File: src/rtl/latch_sync_capture_pkg.sv
`default_nettype none
// ============================================================================
// Module   : latch_sync_capture_pkg
// Brief    : Shared FSM encoding, counter widths and helpers for latch_sync_capture.
// Revision : 1.0 - initial release
// ============================================================================
package latch_sync_capture_pkg;

    localparam int c_glitch_w = 8;
    localparam int c_cnt_w    = 8;

    typedef enum logic [0:0] {
        STABLE = 1'b0,
        SETTLE = 1'b1
    } state_t;

    // Saturating increment: holds at all-ones instead of wrapping to zero.
    function automatic logic [c_glitch_w-1:0] sat_inc(input logic [c_glitch_w-1:0] v);
        return (&v) ? v : v + 1'b1;
    endfunction

endpackage
`default_nettype wire

File: src/rtl/latch_sync_capture_sync_ff_chain.sv
`default_nettype none
// ============================================================================
// Module   : sync_ff_chain
// Brief    : Per-bit multi-flop synchronizer with asynchronous active-low reset.
// Revision : 1.0 - initial release
// ============================================================================
module sync_ff_chain #(
    parameter int               WIDTH  = 1,
    parameter int               STAGES = 2,
    parameter logic [WIDTH-1:0] INIT   = '0
) (
    input  logic             CLK,
    input  logic             RESETN,
    input  logic [WIDTH-1:0] D,
    output logic [WIDTH-1:0] Q
);

    logic [WIDTH-1:0] r_stage [STAGES];

    always_ff @(posedge CLK or negedge RESETN) begin
        if (!RESETN) begin
            for (int i = 0; i < STAGES; i++) begin
                r_stage[i] <= INIT;
            end
        end else begin
            r_stage[0] <= D;
            for (int i = 1; i < STAGES; i++) begin
                r_stage[i] <= r_stage[i-1];
            end
        end
    end

    assign Q = r_stage[STAGES-1];

endmodule
`default_nettype wire

File: src/rtl/latch_sync_capture.sv
`default_nettype none
// ============================================================================
// Module   : latch_sync_capture
// Brief    : Synchronizes and debounces latch outputs; Q updates only after
//            SYNC has held a new value for STABLE_CNT cycles.
//            Define LATCH_SYNC_GLITCH_CNT_EN to build the GLITCHES counter.
// Revision : 1.0 - initial release
// ============================================================================
module latch_sync_capture
    import latch_sync_capture_pkg::*;
#(
    parameter int               WIDTH       = 1,
    parameter int               SYNC_STAGES = 2,
    parameter int               STABLE_CNT  = 3,
    parameter logic [WIDTH-1:0] INIT        = '0
) (
    input  logic                  CLK,
    input  logic                  RESETN,
    input  logic [WIDTH-1:0]      D,
    output logic [WIDTH-1:0]      Q,
    output logic                  CHG,
    output logic                  BUSY,
    output logic [c_glitch_w-1:0] GLITCHES
);

    if (WIDTH < 1 || WIDTH > 32) begin : g_chk_width
        $fatal(1, "latch_sync_capture: WIDTH=%0d outside 1..32", WIDTH);
    end
    if (SYNC_STAGES < 2 || SYNC_STAGES > 4) begin : g_chk_stages
        $fatal(1, "latch_sync_capture: SYNC_STAGES=%0d outside 2..4", SYNC_STAGES);
    end
    if (STABLE_CNT < 1 || STABLE_CNT > 255) begin : g_chk_cnt
        $fatal(1, "latch_sync_capture: STABLE_CNT=%0d outside 1..255", STABLE_CNT);
    end

    localparam logic [c_cnt_w-1:0] c_cnt_load = c_cnt_w'(STABLE_CNT);
    localparam logic [c_cnt_w-1:0] c_cnt_last = c_cnt_w'(1);

    logic [WIDTH-1:0]   w_sync;
    logic [WIDTH-1:0]   r_sync_prev;
    logic [WIDTH-1:0]   r_q;
    logic               r_chg;
    state_t             r_state;
    logic [c_cnt_w-1:0] r_cnt;
    logic               w_change;
    logic               w_differs;

    sync_ff_chain #(
        .WIDTH  (WIDTH),
        .STAGES (SYNC_STAGES),
        .INIT   (INIT)
    ) u_sync (
        .CLK    (CLK),
        .RESETN (RESETN),
        .D      (D),
        .Q      (w_sync)
    );

    assign w_change  = (w_sync != r_sync_prev);
    assign w_differs = (w_sync != r_q);

    // Any movement of SYNC restarts the settle window; a settle only completes
    // after a full quiet window with SYNC still different from Q.
    always_ff @(posedge CLK or negedge RESETN) begin
        if (!RESETN) begin
            r_state     <= STABLE;
            r_cnt       <= '0;
            r_q         <= INIT;
            r_chg       <= 1'b0;
            r_sync_prev <= INIT;
        end else begin
            r_sync_prev <= w_sync;
            r_chg       <= 1'b0;
            case (r_state)
                STABLE: begin
                    if (w_change && w_differs) begin
                        r_state <= SETTLE;
                        r_cnt   <= c_cnt_load;
                    end
                end
                SETTLE: begin
                    if (w_change) begin
                        if (w_differs) begin
                            r_cnt <= c_cnt_load;
                        end else begin
                            r_state <= STABLE;
                        end
                    end else begin
                        if (r_cnt != '0) begin
                            r_cnt <= r_cnt - 1'b1;
                        end
                        if (r_cnt == c_cnt_last) begin
                            r_q     <= w_sync;
                            r_chg   <= 1'b1;
                            r_state <= STABLE;
                        end
                    end
                end
                default: r_state <= STABLE;
            endcase
        end
    end

    assign Q    = r_q;
    assign CHG  = r_chg;
    assign BUSY = (r_state == SETTLE);

`ifdef LATCH_SYNC_GLITCH_CNT_EN
    logic                  w_glitch;
    logic [c_glitch_w-1:0] r_glitches;

    // Every SYNC movement during a settle aborts that settle window.
    assign w_glitch = (r_state == SETTLE) && w_change;

    always_ff @(posedge CLK or negedge RESETN) begin
        if (!RESETN) begin
            r_glitches <= '0;
        end else if (w_glitch) begin
            r_glitches <= sat_inc(r_glitches);
        end
    end

    assign GLITCHES = r_glitches;
`else
    assign GLITCHES = '0;
`endif

endmodule
`default_nettype wire

File: config.mk
export PLATFORM = sky130hd
export DESIGN_NAME = latch_sync_capture
export DESIGN_NICKNAME = d
export VERILOG_FILES = /design/src/rtl/latch_sync_capture_pkg.sv /design/src/rtl/latch_sync_capture_sync_ff_chain.sv /design/src/rtl/latch_sync_capture.sv
export SDC_FILE = /design/constraint.sdc
export NUM_CORES = 1
export LEC_CHECK = 0
export BUFFER_PORTS_ARGS = -buffer_cell sky130_fd_sc_hd__clkbuf_2
export CAP_MARGIN = 40
export CORE_MARGIN = 4
export CORE_UTILIZATION = 55
export CTS_BUF_LIST = sky130_fd_sc_hd__clkbuf_2
export DETAILED_ROUTE_END_ITERATION = 7
export PLACE_DENSITY = 0.79
export SLEW_MARGIN = 20
export SYNTH_ARGS = -nofsm -noshare
export SYNTH_HDL_FRONTEND = slang
export SYNTH_HIERARCHICAL = 1
export SYNTH_SLANG_ARGS = --single-unit
export TNS_END_PERCENT = 5
File: constraint.sdc
create_clock -name CLK -period 5 [get_ports CLK]
set_clock_uncertainty 0.05 [all_clocks]
set_input_delay 1 -clock CLK [delete_from_list [all_inputs] [get_ports CLK]]
set_output_delay 1 -clock CLK [all_outputs]
set_load 0.01 [all_outputs]
Word-level counts from Yosys, hierarchy flattened
Index checks and enable logic that the tools add are counted.
Storage, ports and cells
  input port bits: 3
  flip-flop bits (word level): 14
Operators by class
  bitwise operators: 2
  muxes and demuxes: 13
  add/subtract/negate cells: 1
  reduce and logical (&&, ||, !) cells: 4
  equal/unequal tests: 6
Operators with widths (number)
  $mux 8: 4
  $pmux 8 s2: 1
  $eq 8x1->1 const B: 1
  $reduce_bool 8->1: 1
  $sub 8x1->8 const B: 1
  $mux 1: 7
  $reduce_and 3->1: 2
  $ne 3x1->1 const B: 1
  $ne 3x2->1 const B: 1
  $ne 1x1->1: 2
  $ne 2x2->1 const B: 1
  $not 1->1: 2
  $pmux 1 s2: 1
  $logic_and 1x1->1: 1

Logic depth before layout (Yosys ltp)
Gate-level depths: netlist (run 1).
  depth after elaboration: 4
  mapped depth: 5
  gate-level depth less buffers: 5

Cells and area by module
The synthesis (run 1) kept the hierarchy.
Modules (own cells, without submodules)
  latch_sync_capture: area each 709.4 µm², cells each 70, instances 1, seq. area each 300.3 µm²
  sync_ff_chain: area each 50.0 µm², cells each 2, instances 1, seq. area each 50.0 µm²

Least setup slack after synthesis (run 1)
Ideal clock, no wire load.
  path type: register to register
  from: reg r_cnt[3]
  to: reg, netlist name Q
  setup time: 0.125 ns
  cell stages (with the launch flop): 5
  path slack: 3.103 ns
  arrival: 1.722 ns
  path buffers: 0
  clock period less this slack: 1.897 ns
  path through: dfrtp_1 or4_4 nor4b_1 and2b_2 mux2_2
RTL lines
  start: declaration: RTL line latch_sync_capture.sv:44  | logic [c_cnt_w-1:0] r_cnt;
  start signal: assignment: RTL line latch_sync_capture.sv:78  | r_cnt <= c_cnt_load;
  start signal: assignment: RTL line latch_sync_capture.sv:84  | r_cnt <= c_cnt_load;
  start signal: assignment: RTL line latch_sync_capture.sv:90  | r_cnt <= r_cnt - 1'b1;

==> results of run 1 <==
## stage by stage
stage / hold slack [ns] / util
after floorplan: 0.281 / -
after global placement: 0.282 / 0.588
after detailed placement: 0.286 / 0.588
after CTS: 0.318 / 0.603
after global routing: 0.338 / 0.603
final: 0.314 / 0.603
## worst max-delay path, cell delays in order, from the launching register on
cell and delay (ns):
dfrtp_1 0.45, or4_4 0.57, nor4b_1 0.33, and2b_2 0.22
mux2_2 0.32
## worst max-delay path by stage
stage,start,end,slack (ns),cells after the start
finish,r_cnt[3],Q,2.94,4
detailed placement,r_cnt[2],Q,2.96,4
global placement,r_cnt[3],Q,3.06,4
floorplan,r_cnt[3],Q,3.10,4
global route,r_cnt[3],Q,2.90,4
CTS,r_cnt[3],Q,2.93,4
## sequential cells by signal, summed over array words and instances (netlist names)
register,cells
BUSY,1
r_sync_prev,1
u_sync/Q,1
CHG,1
r_cnt,8
Q,1
u_sync/r_stage,1
## final cells by class
| cell class | count | share of cell area |
|---|---|---|
| clock buffer | 3 | 0.0191 |
| clock inverter | 1 | 0.00478 |
| inverter | 2 | 0.00957 |
| multi-input combinational | 54 | 0.464 |
| sequential | 14 | 0.447 |
| tap | 15 | 0.0239 |
| timing repair buffer | 5 | 0.0319 |
## per-layer routing
metal,GRT usage,wire (microns)
met1,0.186,578
met3,0.0359,66
met2,0.254,592
met4,0.123,36
met5,0,0
## cell families (layout without fill, tap and decap cells)
group,count (synthesis),after routing,share of synthesized area
and+or+nand+nor,30,30,0.241
DFF,14,14,0.461
buffers and inverters,11,11,0.0939
muxes,8,8,0.109
AOI/OAI and AO/OA,4,4,0.0297
adders and majority gates,3,3,0.0494
other,1,8,0.00494
xor gates and xnor gates,1,1,0.0115
## layout by cell type (no fill, tap or decap)
cell type  count
a21oi_1        1
a22oi_1        1
and2b_2        1
clkbuf_2       8
clkinv_1       1
conb_1         8
dfrtp_1       14
ha_1           3
inv_1          2
mux2_2         2
mux2i_1        6
nand2_1        8
nand3_1        2
nand4_1        1
nor2_1         3
nor2b_1        2
nor3_1         4
nor3b_1        2
nor4_1         2
nor4b_1        1
nor4b_4        1
o21ai_0        2
or3_1          2
or4_4          1
xnor2_1        1
## power by group
part	switching, W	internal (W)
clock network	0.0000396	0.0000174
logic	0.0000644	0.0000497
registers	0.0000292	0.000138
total	0.000133	0.000205
==> run summary, run 1 <==
* u_sync/Q — Hold Path End
* 0.486 GHz — timing-limited maximum frequency
* 0.818 — Placer Congestion
* dfrtp_1 — prevailing post-synth register cell
* 10.5 sq um — Mean Syn Cell Area
* 4 — Worst Reg-to-Reg Cells
* 2 — maximum clock insertion buffer count
* 6 — number of synthesis warnings
* 0.584 — starting utilization of the core area
* 0.000338 W — Power Total
* flip-flop — CP Capture Type
* 0 — DRC
* 25 — post-synth cell types
* finished, final reports clean — status
* u_sync/r_stage[1] — Hold Startpoint
* 13 — site row count
* 45.2 microns — Die Width
* 0 — number of antenna repair diodes
* 0.00204 sq mm — area of the die
* 3 — Detailed Routing Iterations Pass 1
* 86 — Net count, final
* flip-flop — startpoint kind of the worst setup timing path
* 364 sq um — area of combinational cells with multiple inputs
* 431 mW/mm^2 — Power per Cell Area
* 2.20 ns — arrival time at the worst endpoint
* 350 sq um — area taken by flip-flops and latches
* 0.15 ns — CTS clk-pin slew, worst paths
* dfrtp_1 46%, mux2i_1 7.9%, buf_4 7.9% — most area-consuming cells after synthesis
* 3.29% — area added between synthesis and finish
* 0 — number of endpoints with negative hold slack in the final report
* 0 — count of cells along the worst hold path
* 0 — Finish-stage setup viols
* 72 — Syn Inst Count
* 5 — # port buffers
* 0 — initial antenna violation count
* 0.257 mV — Max IR drop VDD
* false — unrepaired setup endpoints after global routing
* 0.461 — sequential area share after synthesis
* 14 x dfrtp_1, 8 x buf_4, 8 x nand2_1 — most numerous cell types in the synthesized netlist
* 533 — total via count in the routed design
* 0 — total gr overflow
* 14 — number of clock sinks seen by CTS
* 0 — hold buffer count at cts
* r_cnt[3] — reg-to-reg critical path startpoint
* 2.96 ns — dpl ws
* 766 sq um — placed inst area
* 0.411 — final cycle utilization of the critical path
* 785 sq um — final non-filler cell area
* 0.00130 sq mm — floorplan core area
* 0 — post-cts repair resize count
* 2290 microns — first-pass GRT wire length
* 1.00 — proportion of register bits with asynchronous set or reset after synthesis
* clkbuf_2 — root buf cell
* done — clock tree from TritonCTS
* 14 — count of state elements after synthesis
* flip-flop to flip-flop — worst min path class
* dfrtp_1 — library cell with the largest summed area after synthesis
* 0 — antenna violation net count after detailed routing
* 3 — CTS buffer count
* 0 — number of setup buffers added after CTS
* 2.06 ns — Tmin final
* 13.5 microns — wire length per cell
* dfrtp_1 — library cell with the highest instance count after synthesis
* 94 — final standard cell count with taps included and fillers excluded
* 541 — via count of the first global-routing pass
* 2.94 ns — Worst R2R Setup Slack
* 949 microns — DP Wirelength
* 117 — count of filler cells inserted in the layout
* flip-flop to flip-flop — crit path kind
* 1270 microns — final wirelength
* 5.67 — number of vias per cell after detailed routing
* 5 — CP max FO
* 0.160 — total global routing track utilization
* 0.461 — area share of the leading cell type in the synthesized netlist
* 759 sq um — Syn Std Cell Area
* 0 — number of enable-type register cells in the synthesized netlist
* 0.545 — worst max-slew margin expressed relative to the limit
* 0.682 ns — slew of the pin with the lowest slew margin
* 45.2 microns — chip height
* 15 — maximum number of pins on one net before global-route repair
* 5.14 ns — data required time of the worst path
* 2.94 ns — post-route worst setup slack
* 2 — number of DRC markers after the initial detailed-route iteration
* 1 — depth of the CTS H-tree
* 0.363 nW — leakage dissipation
* Q — Critical R2R Capture
* 0.165 — ratio of cells with drive above 1 in the final layout
* 14 — # IOs
* 0.30 ns — clock network latency to the later pin of the worst-skew pair
* 0 — max-cap violation count
* 90 — Placed Cells incl. Taps
* 0 ns — setup total negative slack
* 0 — max-slew violations
(Power assumes the default switching activity.)
==> inputs of run 2 (changes only) <==
--- a/config.mk
+++ b/config.mk
@@ -8,10 +8,10 @@
 export BUFFER_PORTS_ARGS = -buffer_cell sky130_fd_sc_hd__clkbuf_2
 export CAP_MARGIN = 40
 export CORE_MARGIN = 4
-export CORE_UTILIZATION = 55
+export CORE_UTILIZATION = 50
 export CTS_BUF_LIST = sky130_fd_sc_hd__clkbuf_2
 export DETAILED_ROUTE_END_ITERATION = 7
-export PLACE_DENSITY = 0.79
+export PLACE_DENSITY = 0.76
 export SLEW_MARGIN = 20
 export SYNTH_ARGS = -nofsm -noshare
 export SYNTH_HDL_FRONTEND = slang
==> constraint.sdc (replaced) <==
create_clock -name CLK -period 1.81 [get_ports CLK]
set_clock_uncertainty 0.05 [all_clocks]
set_input_delay 0.362 -clock CLK [delete_from_list [all_inputs] [get_ports CLK]]
set_output_delay 0.362 -clock CLK [all_outputs]
set_load 0.01 [all_outputs]
==> run 2 against run 1 <==
  * The flow now finishes with violations (setup timing)
  * Setup slack got worse by 3.0 ns
  * Sequential share of layout area decreased by 6.2 points
  * Clock power increased to 2.6 times the previous value
  * First-iteration DRC count increased to 19 times the previous value
  * Via count increased by 9.9%
  * Wire length increased by 27%
  * Critical path depth unchanged
  * Design area increased by 16%
  * Global-route usage increased by 1.5 points
  * Largest cell class unchanged
  * Highest routed layer unchanged
==> run summary, run 2 (synthesis results as in run 1) <==
* 350 sq um — area taken by flip-flops and latches, unchanged
* D — Hold Startpoint, was u_sync/r_stage[1]
* 1.95 ns — data required time of the worst path, was 5.14 ns
* 5 — # port buffers, unchanged
* 3 — CTS buffer count, unchanged
* 1.03 — final cycle utilization of the critical path, was 0.411
* 2 — Finish-stage setup viols, was 0
* flip-flop to flip-flop — crit path kind, unchanged
* 0 — DRC, unchanged
* 0 — antenna violation net count after detailed routing, unchanged
* 8 — number of flip-flops in the largest register, unchanged
* 0 — number of antenna repair diodes, unchanged
* 0.802 mV — Max IR drop VDD, was 0.257 mV
* u_sync/r_stage[1] — Hold Path End, was u_sync/Q
* 1.87 ns — Tmin final, was 2.06 ns
* 0.00221 sq mm — area of the die, was 0.00204 sq mm
* done — clock tree from TritonCTS, unchanged
* 1 — depth of the CTS H-tree, unchanged
* 0.556 — starting utilization of the core area, was 0.584
* true — unrepaired setup endpoints after global routing, was false
* 0.290 — GR met2 Demand/Resource, was 0.254
* 0.137 — clock network power share, was 0.168
* clkbuf_2 — root buf cell, unchanged
* 0 — max-slew violations, unchanged
* 0 — total gr overflow, unchanged
* 20.1% — area added between synthesis and finish, was 3.29%
* 111 — count of filler cells inserted in the layout, was 117
* 0.443 — share of power burned in combinational logic, was 0.337
* 1610 microns — final wirelength, was 1270 microns
* 0.175 — total global routing track utilization, was 0.160
* 2.00 ns — arrival time at the worst endpoint, was 2.20 ns
* 0.00137 sq mm — floorplan core area, was 0.00130 sq mm
* setup timing — violated checks
* 15 — maximum number of pins on one net before global-route repair, unchanged
* 0.421 — relative contribution of sequential cells to total power, was 0.494
* 38 — number of DRC markers after the initial detailed-route iteration, was 2
* 0 — initial antenna violation count, unchanged
* 4 — Worst Reg-to-Reg Cells, unchanged
* -0.06 ns — Worst R2R Setup Slack, was 2.94 ns
* 0.834 — Placer Congestion, was 0.818
* 549 — via count of the first global-routing pass, was 541
* 15.1 microns — wire length per cell, was 13.5 microns
* 0.28 ns — clock network latency to the later pin of the worst-skew pair, was 0.30 ns
* -0.0586 ns — post-route worst setup slack, was 2.94 ns
* 14 — # IOs, unchanged
* 0.000414 W — net switching power, was 0.000133 W
* 586 — total via count in the routed design, was 533
* 99 — Net count, final, was 86
* input pin to flip-flop — worst min path class, was flip-flop to flip-flop
* finished, violations left — status, was finished, final reports clean
* 1 — count of cells along the worst hold path, was 0
* 5.48 — number of vias per cell after detailed routing, was 5.67
* r_cnt[4] — reg-to-reg critical path startpoint, was r_cnt[3]
* 47.0 microns — Die Width, was 45.2 microns
* 0.535 GHz — timing-limited maximum frequency, was 0.486 GHz
* 47.0 microns — chip height, was 45.2 microns
* 13 — site row count, unchanged
* r_cnt — register with the highest flop count, unchanged
* 832 sq um — placed inst area, was 766 sq um
* 2 — CP max FO, was 5
* 2610 microns — first-pass GRT wire length, was 2290 microns
* flip-flop — CP Capture Type, unchanged
* 0.219 — met1 Use GR, was 0.186
* 0 — number of endpoints with negative hold slack in the final report, unchanged
* 0.13 ns — CTS clk-pin slew, worst paths, was 0.15 ns
* 0.000662 W — internal power of the cells, was 0.000205 W
* 107 — final standard cell count with taps included and fillers excluded, was 94
* flip-flop — startpoint kind of the worst setup timing path, unchanged
* 1080 microns — DP Wirelength, was 949 microns
* 0.385 — switching part of the total, was 0.394
* 14 x dfrtp_1, 12 x buf_4, 8 x conb_1, 8 x clkbuf_2, 7 x nand2_1 — top library cells by usage in the layout, fill and taps aside, was 14 x dfrtp_1, 8 x nand2_1, 8 x conb_1, 8 x clkbuf_2, 6 x mux2i_1
* 1180 mW/mm^2 — Power per Cell Area, was 431 mW/mm^2
* -0.0751 ns — dpl ws, was 2.96 ns
* 0 — max-cap violation count, unchanged
* 98 — Placed Cells incl. Taps, was 90
* 0.439 nW — leakage dissipation, was 0.363 nW
* 0.0575 — global-route met3 utilization, was 0.0359
* met2 — GR peak layer, unchanged
* dfrtp_1 — most common cell after layout, fill and taps aside, unchanged
* 392 sq um — area of combinational cells with multiple inputs, was 364 sq um
* 14 — number of clock sinks seen by CTS, unchanged
* 0.304 — ratio of cells with drive above 1 in the final layout, was 0.165
* 912 sq um — final non-filler cell area, was 785 sq um
* Q — Critical R2R Capture, unchanged
* 0.134 ns — final-layout worst hold slack, was 0.314 ns
* 4 — Detailed Routing Iterations Pass 1, was 3
* 2 — maximum clock insertion buffer count, unchanged
## run 2: cell types whose count changed in the layout (fill, tap and decap cells not counted), sizes merged
cell / previous run / this run
buf: 0 / 12
dlygate4sd3: 0 / 1
## run 2: cell type report
type	count	area share
multi-input combinational	54	0.429
sequential	14	0.384
timing repair buffer	18	0.137
tap	15	0.0206
clock buffer	3	0.0165
inverter	2	0.00823
clock inverter	1	0.00412
## run 2: worst max-delay path by stage
stage	depth (start not counted)	endpoint	slack [ns]	startpoint
2_1_floorplan	4	Q	-0.03	r_cnt[3]
3_3_place_gp	4	Q	-0.01	r_cnt[3]
3_5_place_dp	4	Q	-0.08	r_cnt[3]
4_1_cts	4	Q	-0.04	r_cnt[4]
5_1_grt	4	Q	-0.11	r_cnt[4]
6_report	4	Q	-0.06	r_cnt[4]
## run 2: worst max-delay path, stage by stage, from the launching register on
cell and delay [ns]:
dfrtp_1 0.42, or4_4 0.59, nor4b_4 0.23, and2b_2 0.19
mux2_4 0.29
## run 2: per-layer routing
| layer | vias up | routed length (microns) |
|---|---|---|
| met1 | 289 | 676 |
| met4 | 0 | 14 |
| li1 | 275 | - |
| met5 | - | 0 |
| met2 | 20 | 821 |
| met3 | 2 | 101 |
## run 2: timing repair
| item | CTS | global route |
|---|---|---|
| hold endpoints to repair | 14 | 0 |
| endpoints found under the setup margin | 1 | 8 |
| gates cloned | 0 | 0 |
| setup buffers | 2 | 2 |
| pin swaps | 1 | 0 |
| hold buffers | 1 | 0 |
| gates resized for setup | 3 | 1 |
## run 2: metrics by stage
stage,total power (W),util,setup TNS [ns]
final,0.00108,0.668,-0.113
after global routing,0.00115,0.668,-0.393
after CTS,0.00105,0.655,-0.0353
after detailed placement,0.000860,0.609,-0.0751
after global placement,0.000840,0.609,-0.0106
after floorplan,0.000715,-,-0.0315
## run 2: power by group through the flow
stage | Combinational (W) | Sequential (W) | Clock, W
floorplan | 0.000254 | 0.000461 | 0
global placement | 0.000398 | 0.000442 | 0
detailed placement | 0.000411 | 0.000449 | 0
CTS | 0.000458 | 0.000444 | 0.000151
global route | 0.000523 | 0.000462 | 0.000165
finish | 0.000476 | 0.000453 | 0.000147
